==> config.mk <==
export PLATFORM = sky130hd
export DESIGN_NAME = victim_cache_lru_flat
export DESIGN_NICKNAME = d
export VERILOG_FILES = /design/src/rtl/victim_cache_lru_if.sv /design/src/rtl/victim_cache_lru.sv /design/src/flat_wrapper.sv
export SDC_FILE = /design/constraint.sdc
export NUM_CORES = 2
export LEC_CHECK = 0
export CELL_PAD_IN_SITES_DETAIL_PLACEMENT = 0
export CELL_PAD_IN_SITES_GLOBAL_PLACEMENT = 1
export CORE_AREA = 5 5 635 637
export CTS_BUF_LIST = sky130_fd_sc_hd__clkbuf_2 sky130_fd_sc_hd__clkbuf_4 sky130_fd_sc_hd__clkbuf_8
export DETAILED_ROUTE_END_ITERATION = 8
export DIE_AREA = 0 0 640 642
export MAX_ROUTING_LAYER = met4
export PLACE_DENSITY_LB_ADDON = 0.25
export REMOVE_ABC_BUFFERS = 1
export SLEW_MARGIN = 20
export SYNTH_ARGS = -nofsm -noshare
export SYNTH_HDL_FRONTEND = slang
export SYNTH_SLANG_ARGS = --single-unit
export TNS_END_PERCENT = 50
==> constraint.sdc <==
create_clock -name CLK -period 55.2 [get_ports CLK]
set_input_delay 11.04 -clock CLK [delete_from_list [all_inputs] [get_ports CLK]]
set_output_delay 11.04 -clock CLK [all_outputs]
set_load 0.03 [all_outputs]
==> src/rtl/victim_cache_lru_if.sv <==
// Victim cache bus: insert/lookup requests in, lookup results and evictions out.
interface victim_cache_lru_if #(
    parameter int unsigned BLOCK_WIDTH = 512,
    parameter int unsigned TAG_WIDTH   = 26
);
    logic [TAG_WIDTH-1:0]   WRITE_TAG_ADDRESS;
    logic [BLOCK_WIDTH-1:0] WRITE_DATA;
    logic                   WRITE_ENABLE;
    logic [TAG_WIDTH-1:0]   READ_TAG_ADDRESS;
    logic                   READ_ENBLE;
    logic                   READ_VALID;
    logic                   READ_HIT;
    logic [BLOCK_WIDTH-1:0] READ_DATA;
    logic                   EVICT_VALID;
    logic [TAG_WIDTH-1:0]   EVICT_TAG;
    logic [BLOCK_WIDTH-1:0] EVICT_DATA;

    // Cache side: consumes requests, produces results.
    modport slave (
        input  WRITE_TAG_ADDRESS, WRITE_DATA, WRITE_ENABLE,
        input  READ_TAG_ADDRESS, READ_ENBLE,
        output READ_VALID, READ_HIT, READ_DATA,
        output EVICT_VALID, EVICT_TAG, EVICT_DATA
    );

    // Requester side: L1 controller or testbench.
    modport master (
        output WRITE_TAG_ADDRESS, WRITE_DATA, WRITE_ENABLE,
        output READ_TAG_ADDRESS, READ_ENBLE,
        input  READ_VALID, READ_HIT, READ_DATA,
        input  EVICT_VALID, EVICT_TAG, EVICT_DATA
    );
endinterface

==> src/rtl/victim_cache_lru.sv <==
// Fully-associative victim cache with true-LRU age counters.
// Reads are pipelined (1 or 2 cycles); writes allocate lowest invalid entry,
// else the LRU entry, reporting the displaced block one cycle later.
module victim_cache_lru #(
    parameter int unsigned BLOCK_WIDTH  = 512,
    parameter int unsigned TAG_WIDTH    = 26,
    parameter int unsigned DEPTH        = 4,
    parameter int unsigned READ_LATENCY = 1,
    parameter int unsigned SWAP_ON_HIT  = 1
) (
    input  logic                CLK,
    input  logic                RST,
    victim_cache_lru_if.slave   bus
);

    localparam int unsigned AGE_W = (DEPTH > 1) ? $clog2(DEPTH) : 1;

    typedef logic [AGE_W-1:0]            idx_t;
    typedef logic [DEPTH-1:0][AGE_W-1:0] age_vec_t;

    // Entry state
    logic [DEPTH-1:0]       valid_q, valid_d;
    age_vec_t               age_q, age_d;
    logic [TAG_WIDTH-1:0]   tag_q  [DEPTH];
    logic [BLOCK_WIDTH-1:0] data_q [DEPTH];

    // Lookup / allocation decode
    logic rd_hit_c, wr_hit_c, free_found_c;
    idx_t rd_idx_c, wr_idx_c, free_idx_c, lru_idx_c, lru2_idx_c, victim_idx_c, alloc_idx_c;
    logic rd_req_hit_c, rd_inval_c, evict_c;

    // Read pipeline and eviction registers
    logic                   rd1_valid_q, rd1_hit_q;
    logic [BLOCK_WIDTH-1:0] rd1_data_q;
    logic                   rd_out_valid, rd_out_hit;
    logic [BLOCK_WIDTH-1:0] rd_out_data;
    logic                   evict_valid_q;
    logic [TAG_WIDTH-1:0]   evict_tag_q;
    logic [BLOCK_WIDTH-1:0] evict_data_q;

    // Promote entry e to MRU; every younger entry ages by one.
    function automatic age_vec_t touch_age(input age_vec_t ages, input idx_t e);
        age_vec_t res;
        idx_t     e_age;
        res   = ages;
        e_age = ages[e];
        for (int i = 0; i < int'(DEPTH); i++) begin
            if (ages[i] < e_age) begin
                res[i] = ages[i] + AGE_W'(1);
            end
        end
        res[e] = '0;
        return res;
    endfunction

    // Tag match for the read and write ports against pre-edge state.
    always_comb begin
        rd_hit_c = 1'b0;
        rd_idx_c = '0;
        wr_hit_c = 1'b0;
        wr_idx_c = '0;
        for (int i = 0; i < int'(DEPTH); i++) begin
            if (valid_q[i] && (tag_q[i] == bus.READ_TAG_ADDRESS)) begin
                rd_hit_c = 1'b1;
                rd_idx_c = AGE_W'(i);
            end
            if (valid_q[i] && (tag_q[i] == bus.WRITE_TAG_ADDRESS)) begin
                wr_hit_c = 1'b1;
                wr_idx_c = AGE_W'(i);
            end
        end
    end

    // Free-slot search (lowest index) and oldest / second-oldest entries.
    always_comb begin
        free_found_c = 1'b0;
        free_idx_c   = '0;
        lru_idx_c    = '0;
        lru2_idx_c   = '0;
        for (int i = int'(DEPTH) - 1; i >= 0; i--) begin
            if (!valid_q[i]) begin
                free_found_c = 1'b1;
                free_idx_c   = AGE_W'(i);
            end
        end
        for (int i = 0; i < int'(DEPTH); i++) begin
            if (age_q[i] == AGE_W'(DEPTH - 1)) begin
                lru_idx_c = AGE_W'(i);
            end
            if (age_q[i] == AGE_W'(DEPTH - 2)) begin
                lru2_idx_c = AGE_W'(i);
            end
        end
    end

    // Choose the write target; an entry being swapped out by a read is skipped.
    always_comb begin
        rd_req_hit_c = bus.READ_ENBLE && rd_hit_c;
        rd_inval_c   = rd_req_hit_c && (SWAP_ON_HIT != 0);
        victim_idx_c = (rd_inval_c && (lru_idx_c == rd_idx_c)) ? lru2_idx_c : lru_idx_c;
        if (wr_hit_c) begin
            alloc_idx_c = wr_idx_c;
        end else if (free_found_c) begin
            alloc_idx_c = free_idx_c;
        end else begin
            alloc_idx_c = victim_idx_c;
        end
        evict_c = bus.WRITE_ENABLE && !wr_hit_c && !free_found_c;
    end

    // Next valid/age state: read effect first, then the write touch on top.
    always_comb begin
        valid_d = valid_q;
        age_d   = age_q;
        if (rd_req_hit_c) begin
            if (SWAP_ON_HIT != 0) begin
                valid_d[rd_idx_c] = 1'b0;
            end else begin
                age_d = touch_age(age_d, rd_idx_c);
            end
        end
        if (bus.WRITE_ENABLE) begin
            valid_d[alloc_idx_c] = 1'b1;
            age_d                = touch_age(age_d, alloc_idx_c);
        end
    end

    // Valid bits and ages; reset restores the identity age permutation.
    always_ff @(posedge CLK) begin
        if (RST) begin
            valid_q <= '0;
            for (int i = 0; i < int'(DEPTH); i++) begin
                age_q[i] <= AGE_W'(i);
            end
        end else begin
            valid_q <= valid_d;
            age_q   <= age_d;
        end
    end

    // Tag/data arrays are not reset; valid bits guard them.
    always_ff @(posedge CLK) begin
        if (!RST && bus.WRITE_ENABLE) begin
            tag_q[alloc_idx_c]  <= bus.WRITE_TAG_ADDRESS;
            data_q[alloc_idx_c] <= bus.WRITE_DATA;
        end
    end

    // Capture the displaced block before it is overwritten.
    always_ff @(posedge CLK) begin
        if (RST || !evict_c) begin
            evict_valid_q <= 1'b0;
            evict_tag_q   <= '0;
            evict_data_q  <= '0;
        end else begin
            evict_valid_q <= 1'b1;
            evict_tag_q   <= tag_q[alloc_idx_c];
            evict_data_q  <= data_q[alloc_idx_c];
        end
    end

    // First read stage: result from pre-edge contents, zeroed on a miss.
    always_ff @(posedge CLK) begin
        if (RST) begin
            rd1_valid_q <= 1'b0;
            rd1_hit_q   <= 1'b0;
            rd1_data_q  <= '0;
        end else begin
            rd1_valid_q <= bus.READ_ENBLE;
            rd1_hit_q   <= rd_req_hit_c;
            rd1_data_q  <= rd_req_hit_c ? data_q[rd_idx_c] : '0;
        end
    end

    if (READ_LATENCY == 2) begin : g_lat2
        logic                   rd2_valid_q, rd2_hit_q;
        logic [BLOCK_WIDTH-1:0] rd2_data_q;

        // Second read stage for the two-cycle configuration.
        always_ff @(posedge CLK) begin
            if (RST) begin
                rd2_valid_q <= 1'b0;
                rd2_hit_q   <= 1'b0;
                rd2_data_q  <= '0;
            end else begin
                rd2_valid_q <= rd1_valid_q;
                rd2_hit_q   <= rd1_hit_q;
                rd2_data_q  <= rd1_data_q;
            end
        end

        assign rd_out_valid = rd2_valid_q;
        assign rd_out_hit   = rd2_hit_q;
        assign rd_out_data  = rd2_data_q;
    end else begin : g_lat1
        assign rd_out_valid = rd1_valid_q;
        assign rd_out_hit   = rd1_hit_q;
        assign rd_out_data  = rd1_data_q;
    end

    assign bus.READ_VALID  = rd_out_valid;
    assign bus.READ_HIT    = rd_out_hit;
    assign bus.READ_DATA   = rd_out_data;
    assign bus.EVICT_VALID = evict_valid_q;
    assign bus.EVICT_TAG   = evict_tag_q;
    assign bus.EVICT_DATA  = evict_data_q;

endmodule
==> src/flat_wrapper.sv <==
// flat-port wrapper written by rule: the top's interface ports become plain ports
module victim_cache_lru_flat 
#(
    parameter int unsigned BLOCK_WIDTH  = 512,
    parameter int unsigned TAG_WIDTH    = 26,
    parameter int unsigned DEPTH        = 4,
    parameter int unsigned READ_LATENCY = 1,
    parameter int unsigned SWAP_ON_HIT  = 1
)
  (CLK, RST, bus_WRITE_TAG_ADDRESS, bus_WRITE_DATA, bus_WRITE_ENABLE, bus_READ_TAG_ADDRESS, bus_READ_ENBLE, bus_READ_VALID, bus_READ_HIT, bus_READ_DATA, bus_EVICT_VALID, bus_EVICT_TAG, bus_EVICT_DATA);
  victim_cache_lru_if #(.BLOCK_WIDTH(BLOCK_WIDTH), .TAG_WIDTH(TAG_WIDTH)) bus_i ();
  input  logic CLK;
  input  logic RST;
  input wire logic [$bits(bus_i.WRITE_TAG_ADDRESS)-1:0] bus_WRITE_TAG_ADDRESS;
  input wire logic [$bits(bus_i.WRITE_DATA)-1:0] bus_WRITE_DATA;
  input wire logic [$bits(bus_i.WRITE_ENABLE)-1:0] bus_WRITE_ENABLE;
  input wire logic [$bits(bus_i.READ_TAG_ADDRESS)-1:0] bus_READ_TAG_ADDRESS;
  input wire logic [$bits(bus_i.READ_ENBLE)-1:0] bus_READ_ENBLE;
  output wire logic [$bits(bus_i.READ_VALID)-1:0] bus_READ_VALID;
  output wire logic [$bits(bus_i.READ_HIT)-1:0] bus_READ_HIT;
  output wire logic [$bits(bus_i.READ_DATA)-1:0] bus_READ_DATA;
  output wire logic [$bits(bus_i.EVICT_VALID)-1:0] bus_EVICT_VALID;
  output wire logic [$bits(bus_i.EVICT_TAG)-1:0] bus_EVICT_TAG;
  output wire logic [$bits(bus_i.EVICT_DATA)-1:0] bus_EVICT_DATA;
  assign bus_i.WRITE_TAG_ADDRESS = bus_WRITE_TAG_ADDRESS;
  assign bus_i.WRITE_DATA = bus_WRITE_DATA;
  assign bus_i.WRITE_ENABLE = bus_WRITE_ENABLE;
  assign bus_i.READ_TAG_ADDRESS = bus_READ_TAG_ADDRESS;
  assign bus_i.READ_ENBLE = bus_READ_ENBLE;
  assign bus_READ_VALID = bus_i.READ_VALID;
  assign bus_READ_HIT = bus_i.READ_HIT;
  assign bus_READ_DATA = bus_i.READ_DATA;
  assign bus_EVICT_VALID = bus_i.EVICT_VALID;
  assign bus_EVICT_TAG = bus_i.EVICT_TAG;
  assign bus_EVICT_DATA = bus_i.EVICT_DATA;
  victim_cache_lru #(.BLOCK_WIDTH(BLOCK_WIDTH), .TAG_WIDTH(TAG_WIDTH), .DEPTH(DEPTH), .READ_LATENCY(READ_LATENCY), .SWAP_ON_HIT(SWAP_ON_HIT)) u_core (.CLK(CLK), .RST(RST), .bus(bus_i));
endmodule
==> run_results.csv <==
group,metric,value,unit
run_status,status,"completed",
layout,fill_cells,37100,
cts,cts.repair.resized,0,
power,powerDensity,33.2,mW/mm2
cts,root_buffer,"clkbuf_8",
setup_path,critPathArrivalTime,20040,ps
cts,hold_buffers,0,
cts,path_clk_slew,60,ps
timing,fin_crit_sh,34.8,%
timing,hold_violations,0,
synthesis,yosysWarningCount,0,
grt,overflow,0,
timing,maxSlewViolCount,0,
drt,drt_pass1_iterations,6,
timing,max_slew_margin,11.6,%
drt,drc_errors,0,
synthesis,yosysUniqueCellTypes,64,
synthesis,synth_seq_cells,3217,
hold_path,min_from,"u_core.data_q[0][148]",
hold_path,hold_path_depth,2,
cts,cts_tree,"done",
drt,wire_per_inst,28.4,um
layout,final_util,39.5,%
setup_path,setup.worst_path.start_class,"input pin",
floorplanning,design.die.area,0.411,mm2
placement,place_inst,16000,
layout,drive_gt1_share,10.1,%
hold_path,hold_end,"u_core.bus.READ_DATA[148]",
setup_path,r2r_end,"u_core.data_q[2][230]",
setup_path,crit_fanout,118,
floorplanning,start_util,31.0,%
grt,grt_pass1_vias,88600,
setup_path,reg2reg_from,"u_core.tag_q[2][13]",
cts,clkSinkCount,3217,
timing,fmax,0.0521,GHz
floorplanning,core_area,0.397,mm2
synthesis,postSynthCellCount,9718,
layout,stdcell_count,17200,
synthesis,synth.avg_cell_area,12.7,um2
cts,cts_made_buffers,571,
placement,dp_slack,34580,ps
timing,setup_tns,0,ps
timing,post-route-min-period,19210,ps
cts,clk_latency,1210,ps
setup_path,crit_path_end_kind,"register",
grt,antenna_found_initial,180,
setup_path,crit_required,56030,ps
floorplanning,die_h,642,um
hold_path,min_path_type,"reg -> reg",
timing,finalWorstSetupSlack,35990,ps
drt,drt_iter0_drc,7757,
grt,grt_pass1_wl,677000,um
setup_path,ff2ff_setup_slack,46160,ps
timing,worst_pin_slew,1330,ps
power,total_power,5.22,mW
flow_run,maxCapViolCount,0,
placement,io_buffers,1620,
synthesis,ys_seq_area_share,69.7,%
cts,htreeDepth,6,
setup_path,r2r_cells,15,
drt,viasPerCell,5.22,
drt,drt_wl_total,487000,um
placement,gp_congestion,0.913,
timing,rsz0062_at_grt,"false",
synthesis,synthArstFlopShare,0,%
setup_path,path_class,"in -> reg",
layout,fin_nets,11800,
synthesis,synthesis.area,0.123,mm2
power,leakage,53.1,nW
timing,hold_ws,515,ps
power,ir_drop,0.0231,mV
grt,grt_max_degree,164,
timing,skew,63.4,ps
floorplanning,placementRows,232,
drt,antenna_left,0,
placement,post-dp-hpwl,306000,um
layout,final_area,0.157,mm2
drt,num_vias,89600,
synthesis,synth_top_area_share,52.4,%
synthesis,synth_edf_count,2152,
cts,cts_setup_buffers,0,
placement,postPlaceCellArea,0.144,mm2
cts,cts_buffer_depth,4,
synthesis,synth_area_leaders,"edfxtp_1 (52%), dfxtp_1 (17%), a211oi_1 (6.2%)",
layout,final_cell_mix,"edfxtp_1 (2152), clkdlybuf4s50_1 (1620), nand2_1 (1134)",
timing,setup-violations-final,0,
synthesis,yosys_most_used_dff,"edfxtp_1",
floorplanning,die_x,640,um
synthesis,yosysTopAreaCell,"edfxtp_1",
floorplanning,io_pins,1621,
grt,grt_usage,23.1,%
layout,layout_commonest_cell,"edfxtp_1",
layout,area_delta_synth_final,27.5,%
report_power, final:
part           total, mW  leakage (nW)  internal, mW  switching (mW)
clock               2.38          6.63          1.34            1.04
combinational      0.210          18.4        0.0791           0.131
sequential          2.63          28.1          2.61          0.0175
total               5.22          53.1          4.03            1.19
state kept, by name, indices dropped and copies added, names as in the netlist:
signal                  flops
u_core.bus.EVICT_TAG       26
u_core.bus.READ_DATA      512
u_core.valid_q              4
u_core.bus.EVICT_DATA     512
u_core.age_q                8
u_core.bus.EVICT_VALID      1
u_core.tag_q              104
u_core.bus.READ_HIT         1
u_core.data_q            2048
u_core.bus.READ_VALID       1
per-layer routing:
metal	share of wire (%)	track usage [%]	routed length [um]	up-vias
met5	0	-	0	-
met4	4.7	10.9	22700	0
met2	48	37.1	236000	4060
li1	-	-	-	39500
met1	39	27.5	191000	45200
met3	7.8	5.28	38100	904
worst max-delay path, stage by stage:
cell and delay (ps):
clkdlybuf4s50_1 740, xnor2_1 350, nand4_1 160, nor4_2 840, nand2_8 520, or4_1 620
a31oi_1 230, mux2i_1 590, nand2_2 430, buf_4 360, nor3_2 190, buf_4 680
buf_12 470, buf_4 600, buf_4 760, buf_4 850
cells by family (layout without fill, tap and decap cells):
| kind of cell | count (synthesis) | in the layout | share of synthesized area [%] |
|---|---|---|---|
| AOI/OAI and AO/OA | 2134 | 2134 | 10.9 |
| buffers and inverters | 809 | 2850 | 2.64 |
| muxes | 516 | 516 | 4.19 |
| xor gates and xnor gates | 208 | 208 | 1.48 |
| adders and majority gates | 9 | 9 | 0.0873 |
| and+or+nand+nor | 2825 | 2825 | 11.0 |
| other | 0 | 127 | 0 |
| DFF | 3217 | 3217 | 69.7 |
cell usage after synthesis (3+ instances only):
master,instances
inv_1,17
nor3_1,16
dfxtp_1,1065
ha_1,6
and3_1,29
a21oi_1,525
mux2i_1,515
buf_2,147
nor2_1,10
buf_1,74
nor4_1,21
a211oi_1,1026
xor2_1,59
and2_1,517
a31oi_1,5
clkbuf_1,560
o211ai_1,3
nand3_1,1035
nand2_1,1134
o41ai_1,4
buf_4,10
xnor2_1,149
o21ai_0,518
edfxtp_1,2152
nand4_1,45
a311oi_1,26
worst max path at each step:
| stage | end | slack, ps | depth (start not counted) | startpoint |
|---|---|---|---|---|
| finish | u_core.data_q[2][230] | 35990 | 16 | bus_READ_TAG_ADDRESS[18] |
| global route | u_core.data_q[2][246] | 35720 | 16 | bus_READ_TAG_ADDRESS[18] |
| CTS | u_core.data_q[2][243] | 35900 | 16 | bus_READ_TAG_ADDRESS[18] |
| detailed placement | u_core.data_q[2][384] | 34580 | 16 | bus_READ_TAG_ADDRESS[18] |
| global placement | u_core.data_q[2][116] | 34590 | 16 | bus_READ_TAG_ADDRESS[18] |
| floorplan | u_core.data_q[1][0] | -441210 | 8 | bus_READ_TAG_ADDRESS[6] |
area by class of cell:
| cell class | instances | area, um2 | share of cell area [%] |
|---|---|---|---|
| repair buffers | 1770 | 17600 | 11.2 |
| flip-flops and latches | 3217 | 85900 | 54.7 |
| clock inverters | 176 | 1660 | 1.06 |
| clock buffers | 887 | 10800 | 6.87 |
| well taps | 5265 | 6590 | 4.19 |
| inverters | 17 | 63.8 | 0.0406 |
| multi-input cells | 5692 | 34200 | 21.8 |
| diodes | 127 | 318 | 0.202 |
No activity file was read; power rests on OpenSTA's default activity.
